==> src/rtl/regfile_pkg.sv <==
// Shared register-file types and default sizes used by decode, the register file
// and writeback.
package regfile_pkg;

    localparam int RF_XLEN = 32;
    localparam int RF_NREG = 16;

    typedef enum logic {RF_CLEAR, RF_RUN} rf_state_e;

    function automatic int rf_clog2(input int n);
        int w;
        w = 0;
        while ((1 << w) < n) w++;
        return w;
    endfunction

endpackage

==> src/rtl/regfile_scoreboard.sv <==
// Pending-write scoreboard: one bit per register, plus per-read-port hazard flags.
module regfile_scoreboard
    import regfile_pkg::*;
#(
    parameter int NREG   = RF_NREG,
    parameter int NRD    = 2,
    parameter int BYPASS = 1,
    localparam int AW    = rf_clog2(NREG)
) (
    input  logic              clk,
    input  logic              reset,
    input  logic              run,
    input  logic              we,
    input  logic [AW-1:0]     waddr,
    input  logic              issue_valid,
    input  logic [AW-1:0]     issue_rd,
    input  logic [NRD*AW-1:0] raddr,
    output logic [NREG-1:0]   pending,
    output logic [NRD-1:0]    hazard
);

    logic [NREG-1:0] pend_nxt;

    // Issue is applied after writeback so a new producer stays outstanding.
    always_comb begin
        pend_nxt = pending;
        if (run) begin
            if (we && waddr != '0)
                pend_nxt[waddr] = 1'b0;
            if (issue_valid && issue_rd != '0)
                pend_nxt[issue_rd] = 1'b1;
        end
        pend_nxt[0] = 1'b0;
    end

    always_ff @(posedge clk) begin
        if (reset) pending <= '0;
        else       pending <= pend_nxt;
    end

    always_comb begin
        hazard = '0;
        for (int p = 0; p < NRD; p++) begin
            logic [AW-1:0] ra;
            logic          fwd;
            ra  = raddr[p*AW +: AW];
            fwd = (BYPASS != 0) && we && (waddr == ra) && (waddr != '0);
            hazard[p] = run && (ra != '0) && pending[ra] && !fwd;
        end
    end

endmodule

==> src/rtl/regfile_sb.sv <==
// Integer register file with x0 hard-wired to zero, post-reset clear sweep,
// NRD registered read ports, one write port and an integrated scoreboard.
module regfile_sb
    import regfile_pkg::*;
#(
    parameter int XLEN   = RF_XLEN,
    parameter int NREG   = RF_NREG,
    parameter int NRD    = 2,
    parameter int BYPASS = 1,
    localparam int AW    = rf_clog2(NREG)
) (
    input  logic                clk,
    input  logic                reset,
    output logic                init_done,
    input  logic                we,
    input  logic [AW-1:0]       waddr,
    input  logic [XLEN-1:0]     wdata,
    input  logic                re,
    input  logic [NRD*AW-1:0]   raddr,
    output logic [NRD*XLEN-1:0] rdata,
    input  logic                issue_valid,
    input  logic [AW-1:0]       issue_rd,
    output logic [NREG-1:0]     pending,
    output logic [NRD-1:0]      hazard
);

    rf_state_e       state, state_nxt;
    logic [AW-1:0]   idx, idx_nxt;
    logic            init_nxt;
    logic            run;
    logic [XLEN-1:0] mem [NREG];

    assign run = (state == RF_RUN);

    always_ff @(posedge clk) begin
        if (reset) begin
            state     <= RF_CLEAR;
            idx       <= AW'(1);
            init_done <= 1'b0;
        end else begin
            state     <= state_nxt;
            idx       <= idx_nxt;
            init_done <= init_nxt;
        end
    end

    always_comb begin
        state_nxt = state;
        idx_nxt   = idx;
        init_nxt  = init_done;
        case (state)
            RF_CLEAR: begin
                if (idx == AW'(NREG - 1)) begin
                    state_nxt = RF_RUN;
                    init_nxt  = 1'b1;
                end else begin
                    idx_nxt = idx + 1'b1;
                end
            end
            RF_RUN:  init_nxt = 1'b1;
            default: state_nxt = RF_CLEAR;
        endcase
    end

    // Single write port, no reset: the sweep shares it so the array maps to RAM.
    always_ff @(posedge clk) begin
        if (!run)
            mem[idx] <= '0;
        else if (we && waddr != '0)
            mem[waddr] <= wdata;
    end

    always_ff @(posedge clk) begin
        if (reset) begin
            rdata <= '0;
        end else if (run && re) begin
            for (int p = 0; p < NRD; p++) begin
                if (raddr[p*AW +: AW] == '0)
                    rdata[p*XLEN +: XLEN] <= '0;
                else if ((BYPASS != 0) && we && waddr == raddr[p*AW +: AW])
                    rdata[p*XLEN +: XLEN] <= wdata;
                else
                    rdata[p*XLEN +: XLEN] <= mem[raddr[p*AW +: AW]];
            end
        end
    end

    regfile_scoreboard #(
        .NREG   (NREG),
        .NRD    (NRD),
        .BYPASS (BYPASS)
    ) u_sb (
        .clk         (clk),
        .reset       (reset),
        .run         (run),
        .we          (we),
        .waddr       (waddr),
        .issue_valid (issue_valid),
        .issue_rd    (issue_rd),
        .raddr       (raddr),
        .pending     (pending),
        .hazard      (hazard)
    );

endmodule

==> config.mk <==
export PLATFORM = sky130hd
export DESIGN_NAME = regfile_sb
export DESIGN_NICKNAME = d
export VERILOG_FILES = /design/src/rtl/regfile_pkg.sv /design/src/rtl/regfile_scoreboard.sv /design/src/rtl/regfile_sb.sv
export SDC_FILE = /design/constraint.sdc
export NUM_CORES = 1
export LEC_CHECK = 0
export CORE_ASPECT_RATIO = 1.4
export CORE_MARGIN = 1
export CORE_UTILIZATION = 39
export CTS_CLUSTER_DIAMETER = 40
export CTS_CLUSTER_SIZE = 10
export DETAILED_ROUTE_END_ITERATION = 10
export GPL_TIMING_DRIVEN = 0
export PLACE_DENSITY = 0.67
export SLEW_MARGIN = 20
export SYNTH_ARGS = -nofsm -noshare
export SYNTH_HDL_FRONTEND = slang
export SYNTH_SLANG_ARGS = --single-unit
==> constraint.sdc <==
create_clock -name clk -period 4.27 [get_ports clk]
set_input_delay 0.854 -clock clk [delete_from_list [all_inputs] [get_ports clk]]
set_output_delay 0.854 -clock clk [all_outputs]
set_load 0.02 [all_outputs]
==> reports/metrics.yaml, run 1 <==
status: "completed"
grt_pass1_vias: 19400
die_w_um: 228
crit_chain: "clkdlybuf4s50_1 > nor2_1 > clkbuf_2 > nand2_1 > o211ai_1 > a211oi_1 > clkdlybuf4s50_1"
p_seq_share_pct: 47.2
antenna_found_initial: 2
worstPathRequired_ns: 3.42
h-tree-depth: 3
grt_pass1_wl_mm: 130
dieArea_mm2: 0.0726
insertion_delay_ns: 0.63
finalNonFillerCells: 2989
cellLeakagePower_nw: 11.5
place.gp.congestion: 0.880
post_cts_buffers: 0
clk_pin_slew_ns: 0.05
min_period_over_period_pct: 99.6
critPathMostFrequentCell: "clkdlybuf4s50_1"
p_sw_share_pct: 23.6
grt_use_total_pct: 24.4
coreArea_mm2: 0.0705
r2r_cells: 6
start_util_pct: 39.6
finalWorstPathRequiredPeriod_ns: 4.25
first_pass_iters: 6
wl_per_cell_um: 29.8
fill_cells: 6002
reg2reg_from: "run$_SDFF_PP0_"
worstPathArrival_ns: 3.40
via_count: 18600
ys.flop_type: "edfxtp_1"
synthCells: 1764
cts_tree: "done"
root_buffer: "clkbuf_16"
rsz0062_at_grt: "no"
synth-seq-area-share_pct: 61.2
postPlaceCellArea_mm2: 0.0311
whs_path_depth: 2
die_h_um: 318
yosysWarningCount: 0
hold_viol: 0
timing.hold.ws_ns: 0.458
ys_ff_latch: 597
final_area_mm2: 0.0334
cp-end-kind: "output port"
clkPwrFrac_pct: 44.1
crit_slowest_cell: "nor2_1"
overflow: 0
multi_input_comb_area_mm2: 0.0102
synth_cell_types: 47
worstMarginPinSlew_ns: 1.23
syn_area_per_cell_um2: 15.8
ios: 136
cts_hold_buf: 0
syn_to_final_growth_pct: 19.8
power.internal_w: 0.0105
slowest_delay_ns: 0.64
drive_gt1_share_pct: 23.7
syn-num-nets: 1818
min-delay-start: "rdata[53]$_SDFFE_PP0P_"
placementRows: 115
grt_max_degree: 20
drt_wl_total_mm: 89.1
min-delay-path-class: "flop to flop"
max_freq_mhz: 235
via_per_inst: 6.23
synth_edf_count: 512
skew_ns: 0.0251
cp-start-kind: "input pin"
clk_path_buf_depth: 3
drv_cap: 0
seq_area_mm2: 0.0171
slew-limit-headroom_pct: 17.9
hpwl_mm: 61.9
syn_area_mm2: 0.0279
drt_iter0_markers: 2099
numCtsBuffers: 74
remaining_drc_errors: 0
reg2reg_slack_ns: 1.25
nets: 2044
slew_violations: 0
io_buffers: 126
hold_end: "rdata[53]$_SDFFE_PP0P_"
placedCellCount: 2852
max-vdd-ir-drop_mv: 0.269
power_frac_comb_pct: 8.7
power_density_mw_per_mm2: 411
final-setup-viol-count: 0
reg2reg_to: "mem[13][16]$_DFFE_PP_"
power.switching_w: 0.00324
path_class: "input pin to output port"
ys_async_sr_fraction_pct: 0
clock_sinks: 597
drtAntennaViolNets: 0
final_util_pct: 47.4
path_max_fanout: 10
==> timing repair <==
action                     CTS  global route
hold endpoints to repair     0             0
resized for setup            9             6
setup endpoints to repair    2             2
==> power by group through the flow <==
stage | Combinational (W) | Sequential [W] | Clock [W]
2_1_floorplan | 0.000683 | 0.00659 | 0
3_3_place_gp | 0.00107 | 0.00661 | 0
3_5_place_dp | 0.00117 | 0.00661 | 0
4_1_cts | 0.00118 | 0.00649 | 0.00608
5_1_grt | 0.00123 | 0.00650 | 0.00629
6_report | 0.00119 | 0.00649 | 0.00606
==> critical path, delay by kind of cell <==
kind,cells,cell delay [ns]
AND/OR/NAND/NOR,2,0.76
AO/OA/AOI/OAI,2,0.19
buffers and inverters,3,1.58
==> registers in the layout, indices dropped and copies added (netlist names) <==
| signal | flops |
|---|---|
| mem | 512 |
| rdata | 64 |
| u_sb.pending | 15 |
| idx | 4 |
| init_done | 1 |
| run | 1 |
==> synthesized netlist by cell type, drive strengths merged, types with 52 or more instances <==
| cell type | count | area (um^2) |
|---|---|---|
| o21ai | 52 | 260 |
| mux2i | 132 | 1320 |
| a21oi | 73 | 365 |
| mux4 | 199 | 4480 |
| nor2 | 59 | 221 |
| o22ai | 64 | 400 |
| buf | 87 | 558 |
| dfxtp | 85 | 1700 |
| nand2 | 145 | 544 |
| clkbuf | 54 | 203 |
| edfxtp | 512 | 15400 |
==> kinds of logic (layout without fill, tap and decap cells) <==
| logic type | count (synthesis) | in the layout | share of synthesized area [%] |
|---|---|---|---|
| DFF | 597 | 597 | 61.2 |
| AOI/OAI and AO/OA | 304 | 304 | 7.59 |
| buffers and inverters | 145 | 433 | 2.78 |
| adders and majority gates | 1 | 1 | 0.0448 |
| and+or+nand+nor | 341 | 341 | 5.89 |
| muxes | 365 | 365 | 22.2 |
| other | 1 | 2 | 0.0134 |
| xor gates and xnor gates | 10 | 10 | 0.314 |
==> placed cells by master (no fill, tap or decap), types with 15 or more instances in the layout <==
| cell type | instances |
|---|---|
| and3_1 | 33 |
| edfxtp_1 | 512 |
| clkbuf_1 | 96 |
| clkbuf_16 | 77 |
| nand2_1 | 145 |
| o22ai_1 | 64 |
| buf_6 | 16 |
| nor2_1 | 43 |
| mux2_2 | 34 |
| dfxtp_1 | 85 |
| and2_1 | 33 |
| a21oi_1 | 73 |
| buf_4 | 15 |
| o21ai_0 | 48 |
| clkdlybuf4s50_1 | 125 |
| o31ai_2 | 30 |
| buf_2 | 51 |
| mux2i_1 | 132 |
| nor2b_1 | 33 |
| a211oi_1 | 34 |
| a41o_1 | 31 |
| mux4_2 | 199 |
| nor2_4 | 16 |
==> per-layer routing <==
layer	routed length, um	GRT usage (%)	share of wire [%]
met1	31600	28.8	35
met2	45700	42.7	51
met3	7880	4.96	8.8
met4	3890	11.2	4.4
met5	15	0	0.017
==> metrics by stage <==
step	setup slack [ns]	power [W]	TNS (ns)
finish	0.0153	0.0137	0
global route	0.0152	0.0140	0
floorplan	0.353	0.00727	0
global placement	-2.22	0.00768	-964.34
detailed placement	-0.452	0.00778	-0.689
CTS	0.00657	0.0137	0
==> cell type report <==
class	count	area share [%]
repair buffers	152	5.61
multi-input cells	1022	30.4
plain buffers	139	2.34
diodes	1	0.00749
clock buffers	124	6.38
clock inverters	14	0.595
inverters	4	0.0449
flip-flops and latches	597	51.1
well taps	936	3.50
==> how the worst max path moves through the flow <==
stage              from                    end  slack [ns]
2_1_floorplan  waddr[2]   mem[11][0]$_DFFE_PP_        0.35
3_3_place_gp   waddr[1]  mem[12][20]$_DFFE_PP_       -2.22
3_5_place_dp   raddr[6]              hazard[1]       -0.45
4_1_cts        raddr[3]              hazard[0]       0.007
5_1_grt        waddr[1]              hazard[0]        0.02
6_report       raddr[3]              hazard[0]        0.02
No activity file was read; power rests on OpenSTA's default activity.
==> run 2, diff against run 1 <==
Settings changed: SKIP_CTS_REPAIR_TIMING set to 1.
Clock period 4.27 ns to 5.04 ns, I/O delays scaled along.
==> run 2 against run 1 <==
Sequential power decreased by 15%. Global-route usage barely moved. Clock skew up 0.0031 ns. Combinational power is 15% lower. Clock power fell by 15%. Clock-buffer cell count unchanged. Die area unchanged. Critical path depth is 2 higher. Worst setup slack improved by 0.046 ns. Total power is 15% lower. Sequential share of layout area about the same. Largest cell class unchanged.
==> reports/metrics.yaml, run 2 (synthesis results as in run 1) <==
slew_violations: 0  # unchanged
clk_pin_slew_ns: 0.05  # about the same
crit_slowest_cell: "clkdlybuf4s50_1"  # was nor2_1
syn_to_final_growth_pct: 19.7  # was 19.8%
cts_tree: "done"  # unchanged
finalNonFillerCells: 2990  # was 2,989
worstPathArrival_ns: 3.97  # was 3.40 ns
worstPathRequired_ns: 4.03  # was 3.42 ns
critPathBufInv: 5  # was 3
first_pass_iters: 5  # was 6
overflow: 0  # unchanged
status: "completed"  # unchanged
drv_cap: 0  # unchanged
cp-end-kind: "output port"  # unchanged
top_layer_used: "met5"  # unchanged
via_count: 18700  # was 18,600
max-vdd-ir-drop_mv: 0.227  # was 0.269 mV
layout_common_cells: "edfxtp_1, mux4_2, nand2_1"  # unchanged
wl_met2_mm: 45.7  # about the same
clock_sinks: 597  # unchanged
start_util_pct: 39.6  # unchanged
max_freq_mhz: 201
cellLeakagePower_nw: 11.5  # about the same
drive_gt1_share_pct: 23.7  # about the same
coreArea_mm2: 0.0705  # unchanged
rsz0062_at_grt: "no"  # unchanged
insertion_delay_ns: 0.63  # about the same
antenna_found_initial: 2  # unchanged
grt_pass1_vias: 19400  # about the same
path_max_fanout: 10  # unchanged
skew_ns: 0.0282  # was 0.0251 ns
postPlaceCellArea_mm2: 0.0311  # unchanged
final_area_mm2: 0.0334  # about the same
cp_top_family: "buffers and inverters"  # unchanged
reg2reg_from: "run$_SDFF_PP0_"  # unchanged
final-setup-viol-count: 0  # unchanged
met3_length_mm: 7.54  # was 7.88 mm
cp-start-kind: "input pin"  # unchanged
remaining_drc_errors: 0  # unchanged
grt_max_degree: 20  # unchanged
drt_wl_total_mm: 89.0  # was 89.1 mm
io_buffers: 126  # unchanged
worstMarginPinSlew_ns: 1.15  # was 1.23 ns
r2r_cells: 6  # unchanged
crit_chain: "clkdlybuf4s50_1 > buf_4 > buf_2 > buf_2 > nand2_1 > o21ai_0 > mux4_2 > o211a_1 > clkdlybuf4s50_1"  # was clkdlybuf4s50_1 > nor2_1 > clkbuf_2 > nand2_1 > o211ai_1 > a211oi_1 > clkdlybuf4s50_1
slowest_delay_ns: 0.62  # was 0.64 ns
grt_use_total_pct: 24.4  # about the same
hold_viol: 0  # unchanged
startpoint: "raddr[6]"  # was raddr[3]
largestRegisters: "mem: 512 flops, rdata: 64 flops, u_sb.pending: 15 flops"  # unchanged
path_depth: 9  # was 7
path_class: "input pin to output port"  # unchanged
final_common_cell: "edfxtp_1"  # unchanged
nets: 2045  # was 2,044
hpwl_mm: 61.9  # unchanged
largest_reg_flops: 512  # unchanged
placedCellCount: 2852  # unchanged
die_w_um: 228  # unchanged
die_h_um: 318  # unchanged
reg2reg_to: "mem[13][16]$_DFFE_PP_"  # unchanged
drtAntennaViolNets: 0  # unchanged
regMostFlops: "mem"  # unchanged
min_period_over_period_pct: 98.8
place.gp.congestion: 0.880  # unchanged
power_density_mw_per_mm2: 349  # was 411 mW/mm^2
numCtsBuffers: 74  # unchanged
clk_path_buf_depth: 3  # unchanged
ios: 136  # unchanged
met1_length_mm: 31.7  # was 31.6 mm
wl_per_cell_um: 29.8  # about the same
slew-limit-headroom_pct: 23.2  # was 17.9%
reg2reg_slack_ns: 1.99  # was 1.25 ns
crit_end: "hazard[1]"  # was hazard[0]
via_per_inst: 6.25  # was 6.23
root_buffer: "clkbuf_16"  # unchanged
dieArea_mm2: 0.0726  # unchanged
min-delay-path-class: "flop to flop"  # unchanged
placementRows: 115  # unchanged
drt_iter0_markers: 2221  # was 2,099
finalWorstPathRequiredPeriod_ns: 4.98
grt_pass1_wl_mm: 130  # about the same
h-tree-depth: 3  # unchanged
run 2: changes by cell type in the layout (fill, tap and decap cells not counted), sizes merged:
cell / delta
dlymetal6s2s: -1
buf: +2
clkdlybuf4s50: +1
clkbuf: -1
run 2: metal layers:
layer | track usage, % | up-vias
met5 | 0 | -
met1 | 28.8 | 9701
met2 | 42.7 | 1128
met3 | 4.95 | 259
li1 | - | 7598
met4 | 11.2 | 2
run 2: report_power, final:
part           leakage (nW)  total (W)  internal [W]  switching, W
clock                  1.11    0.00513       0.00305       0.00208
sequential             5.91    0.00550       0.00544     0.0000584
combinational          4.44    0.00101      0.000404      0.000603
total                  11.5     0.0116       0.00890       0.00274
run 2: area by class of cell:
cell class / count / area (um^2)
Antenna cell: 1 / 2.50
Clock buffer: 124 / 2130
Timing Repair Buffer: 152 / 1870
Inverter: 4 / 15.0
Buffer: 140 / 757
Tap cell: 936 / 1170
Fill cell: 6008 / 37100
Clock inverter: 14 / 199
Sequential cell: 597 / 17100
Multi-Input combinational cell: 1022 / 10200
run 2: stage by stage:
step	hold slack [ns]	power [W]	TNS, ns	setup WS, ns	util [%]
CTS	0.461	0.0116	-0.00639	-0.00639	47.4
global placement	0.442	0.00651	-648.26	-1.61	43.0
floorplan	0.522	0.00616	0	0.969	-
global route	0.472	0.0119	0	0.0120	47.4
finish	0.458	0.0116	0	0.0610	47.4
detailed placement	0.450	0.00659	0	0.0101	44.1
run 2: worst min-delay path by stage:
stage	startpoint	endpoint	slack, ns	cells after the start
5_1_grt	rdata[36]$_SDFFE_PP0P_	rdata[36]$_SDFFE_PP0P_	0.47	2
6_report	rdata[53]$_SDFFE_PP0P_	rdata[53]$_SDFFE_PP0P_	0.46	2
2_1_floorplan	init_done$_SDFFE_PP0N_	init_done$_SDFFE_PP0N_	0.52	2
3_3_place_gp	rdata[36]$_SDFFE_PP0P_	rdata[36]$_SDFFE_PP0P_	0.44	2
4_1_cts	rdata[53]$_SDFFE_PP0P_	rdata[53]$_SDFFE_PP0P_	0.46	2
3_5_place_dp	rdata[42]$_SDFFE_PP0P_	rdata[42]$_SDFFE_PP0P_	0.45	2
run 2: worst reg2reg max path: cells and delay by family, from the launching register on:
kind | cells | cell delay, ns
and+or+nand+nor | 3 | 1.35
buffers and inverters | 2 | 0.70
DFF | 1 | 0.48
AOI/OAI and AO/OA | 1 | 0.19
==> run 3, diff against run 2 <==
Settings changed: CAP_MARGIN set to 25, CORE_ASPECT_RATIO 1.4 to 1.2.
==> run 3 against run 2 <==
Routed wire length decreased by 1.7%. Clock power up 4.3%. Clock skew is 0.012 ns lower. Global-route usage shrank 0.15 points. First-iteration DRC count is 5.2% higher. Largest cell class unchanged. Critical path depth unchanged. Final area up 0.76%. Utilization up 0.15 points. Fmax fell by 0.67%. Critical endpoint unchanged. Flip-flop and latch count stayed put. Sequential share of layout area down 0.38 points. Sequential power about the same.
==> reports/metrics.yaml, run 3 (synthesis results as in run 1) <==
nets: 2055  # was 2,045
startpoint: "raddr[6]"  # unchanged
syn_to_final_growth_pct: 20.6  # was 19.7%
grt_pass1_wl_mm: 127  # was 130 mm
largestRegisters: "mem: 512 flops, rdata: 64 flops, u_sb.pending: 15 flops"  # unchanged
remaining_drc_errors: 0  # unchanged
slew-limit-headroom_pct: 29.3  # was 23.2%
reg2reg_from: "run$_SDFF_PP0_"  # unchanged
fill_cells: 5885  # was 6,008
finalWorstPathRequiredPeriod_ns: 5.01  # was 4.98 ns
io_buffers: 126  # unchanged
slew_violations: 0  # unchanged
regMostFlops: "mem"  # unchanged
overflow: 0  # unchanged
grt_max_degree: 20  # unchanged
cellLeakagePower_nw: 11.6  # was 11.5 nW
power.internal_w: 0.00910  # was 0.00890 W
wl_per_cell_um: 29.3  # was 29.8 um
min_period_over_period_pct: 99.5  # was 98.8%
ios: 136  # unchanged
drt_wl_total_mm: 87.5  # was 89.0 mm
die_h_um: 295  # was 318 um
numCtsBuffers: 78  # was 74
insertion_delay_ns: 0.63  # about the same
reg2reg_slack_ns: 2.04  # was 1.99 ns
dieArea_mm2: 0.0726  # about the same
h-tree-depth: 3  # unchanged
final_common_cell: "edfxtp_1"  # unchanged
worstMarginPinSlew_ns: 1.06  # was 1.15 ns
path_max_fanout: 10  # unchanged
clk_path_buf_depth: 3  # unchanged
cp-end-kind: "output port"  # unchanged
insertedDiodeCount: 0  # was 1
drt_iter0_markers: 2336  # was 2,221
max_freq_mhz: 200  # was 201 MHz
max-vdd-ir-drop_mv: 0.249  # was 0.227 mV
p_sw_share_pct: 23.4  # was 23.6%
grt_use_total_pct: 24.3  # was 24.4%
via_count: 18400  # was 18,700
setup_tns_ns: 0  # unchanged
skew_ns: 0.0160  # was 0.0282 ns
p_seq_share_pct: 46.3  # was 47.2%
worstPathArrival_ns: 4.00  # was 3.97 ns
min-delay-path-class: "flop to flop"  # unchanged
final-setup-viol-count: 0  # unchanged
multi_input_comb_area_mm2: 0.0102  # about the same
hpwl_mm: 60.3  # was 61.9 mm
grt_pass1_vias: 19000  # was 19,400
rsz0062_at_grt: "no"  # unchanged
power.switching_w: 0.00277  # was 0.00274 W
worstPathRequired_ns: 4.03  # about the same
clk_pin_slew_ns: 0.05  # about the same
min-delay-start: "rdata[55]$_SDFFE_PP0P_"  # was rdata[53]$_SDFFE_PP0P_
cts_tree: "done"  # unchanged
largest_reg_flops: 512  # unchanged
clkPwrFrac_pct: 45.1  # was 44.1%
place.gp.congestion: 0.859  # was 0.880
drtAntennaViolNets: 0  # unchanged
die_w_um: 246  # was 228 um
clock_sinks: 597  # unchanged
via_per_inst: 6.14  # was 6.25
seq_area_mm2: 0.0171  # unchanged
final_util_pct: 47.5  # was 47.4%
cp-start-kind: "input pin"  # unchanged
layout_common_cells: "edfxtp_1, mux4_2, nand2_1"  # unchanged
status: "completed"  # unchanged
power_frac_comb_pct: 8.6  # was 8.7%
antenna_found_initial: 2  # unchanged
drv_cap: 0  # unchanged
hold_viol: 0  # unchanged
first_pass_iters: 6  # was 5
path_class: "input pin to output port"  # unchanged
root_buffer: "clkbuf_16"  # unchanged
start_util_pct: 39.4  # was 39.6%
placementRows: 107  # was 115
power_density_mw_per_mm2: 353  # was 349 mW/mm^2
coreArea_mm2: 0.0708  # was 0.0705 mm^2
drive_gt1_share_pct: 24.4  # was 23.7%
[run 3: cell types whose count changed in the layout (fill, tap and decap cells not counted), moves of 3 or more]
cell | previous run | this run
buf_12 | 13 | 10
buf_16 | 13 | 19
clkbuf_1 | 97 | 90
clkbuf_16 | 77 | 83
clkinv_2 | 3 | 6
inv_6 | 1 | 5
[run 3: metrics by stage]
stage / cells / hold slack, ns / total power (W) / area, um^2 / worst slack (ns)
after floorplan: 1764 / 0.522 / 0.00616 / 27900 / 0.969
after global placement: 2816 / 0.442 / 0.00651 / 30300 / -1.42
after detailed placement: 2848 / 0.451 / 0.00660 / 31200 / 0.00202
after CTS: 2990 / 0.463 / 0.0119 / 33700 / -0.0116
after global routing: 2989 / 0.474 / 0.0121 / 33700 / 0.00474
final: 2989 / 0.460 / 0.0119 / 33700 / 0.0275
[run 3: critical path, stage by stage]
cell and delay, ns:
clkdlybuf4s50_1 0.62, buf_4 0.27, buf_2 0.41, clkbuf_4 0.38
nand2_1 0.07, o21ai_0 0.20, mux4_2 0.27, o211a_1 0.16
clkdlybuf4s50_1 0.60
[run 3: final timing paths]
check	to	cells past startpoint
worst min-delay path	rdata[55]$_SDFFE_PP0P_	2
worst max-delay path	hazard[1]	9
worst min register to register	rdata[55]$_SDFFE_PP0P_	2
worst max register to register	rdata[18]$_SDFFE_PP0P_	5
[run 3: power by group through the flow]
stage	Combinational [W]	Sequential [W]	Clock [W]
after floorplan	0.000579	0.00558	0
after global placement	0.000905	0.00560	0
after detailed placement	0.00101	0.00560	0
after CTS	0.00101	0.00550	0.00536
after global routing	0.00106	0.00551	0.00555
final	0.00102	0.00550	0.00535
[run 3: layer usage]
metal	wire length (um)	vias to the layer above	track usage, %
met4	4110	4	12.1
met3	7970	234	4.77
li1	-	7600	-
met5	15	-	0
met1	32300	9433	30.5
met2	43100	1090	40.0
[run 3: area by class of cell]
type,count,area share (%)
plain buffers,140,2.26
multi-input cells,1022,30.2
inverters,4,0.0446
flip-flops and latches,597,50.7
clock buffers,123,6.71
well taps,926,3.44
clock inverters,19,0.628
repair buffers,158,5.96
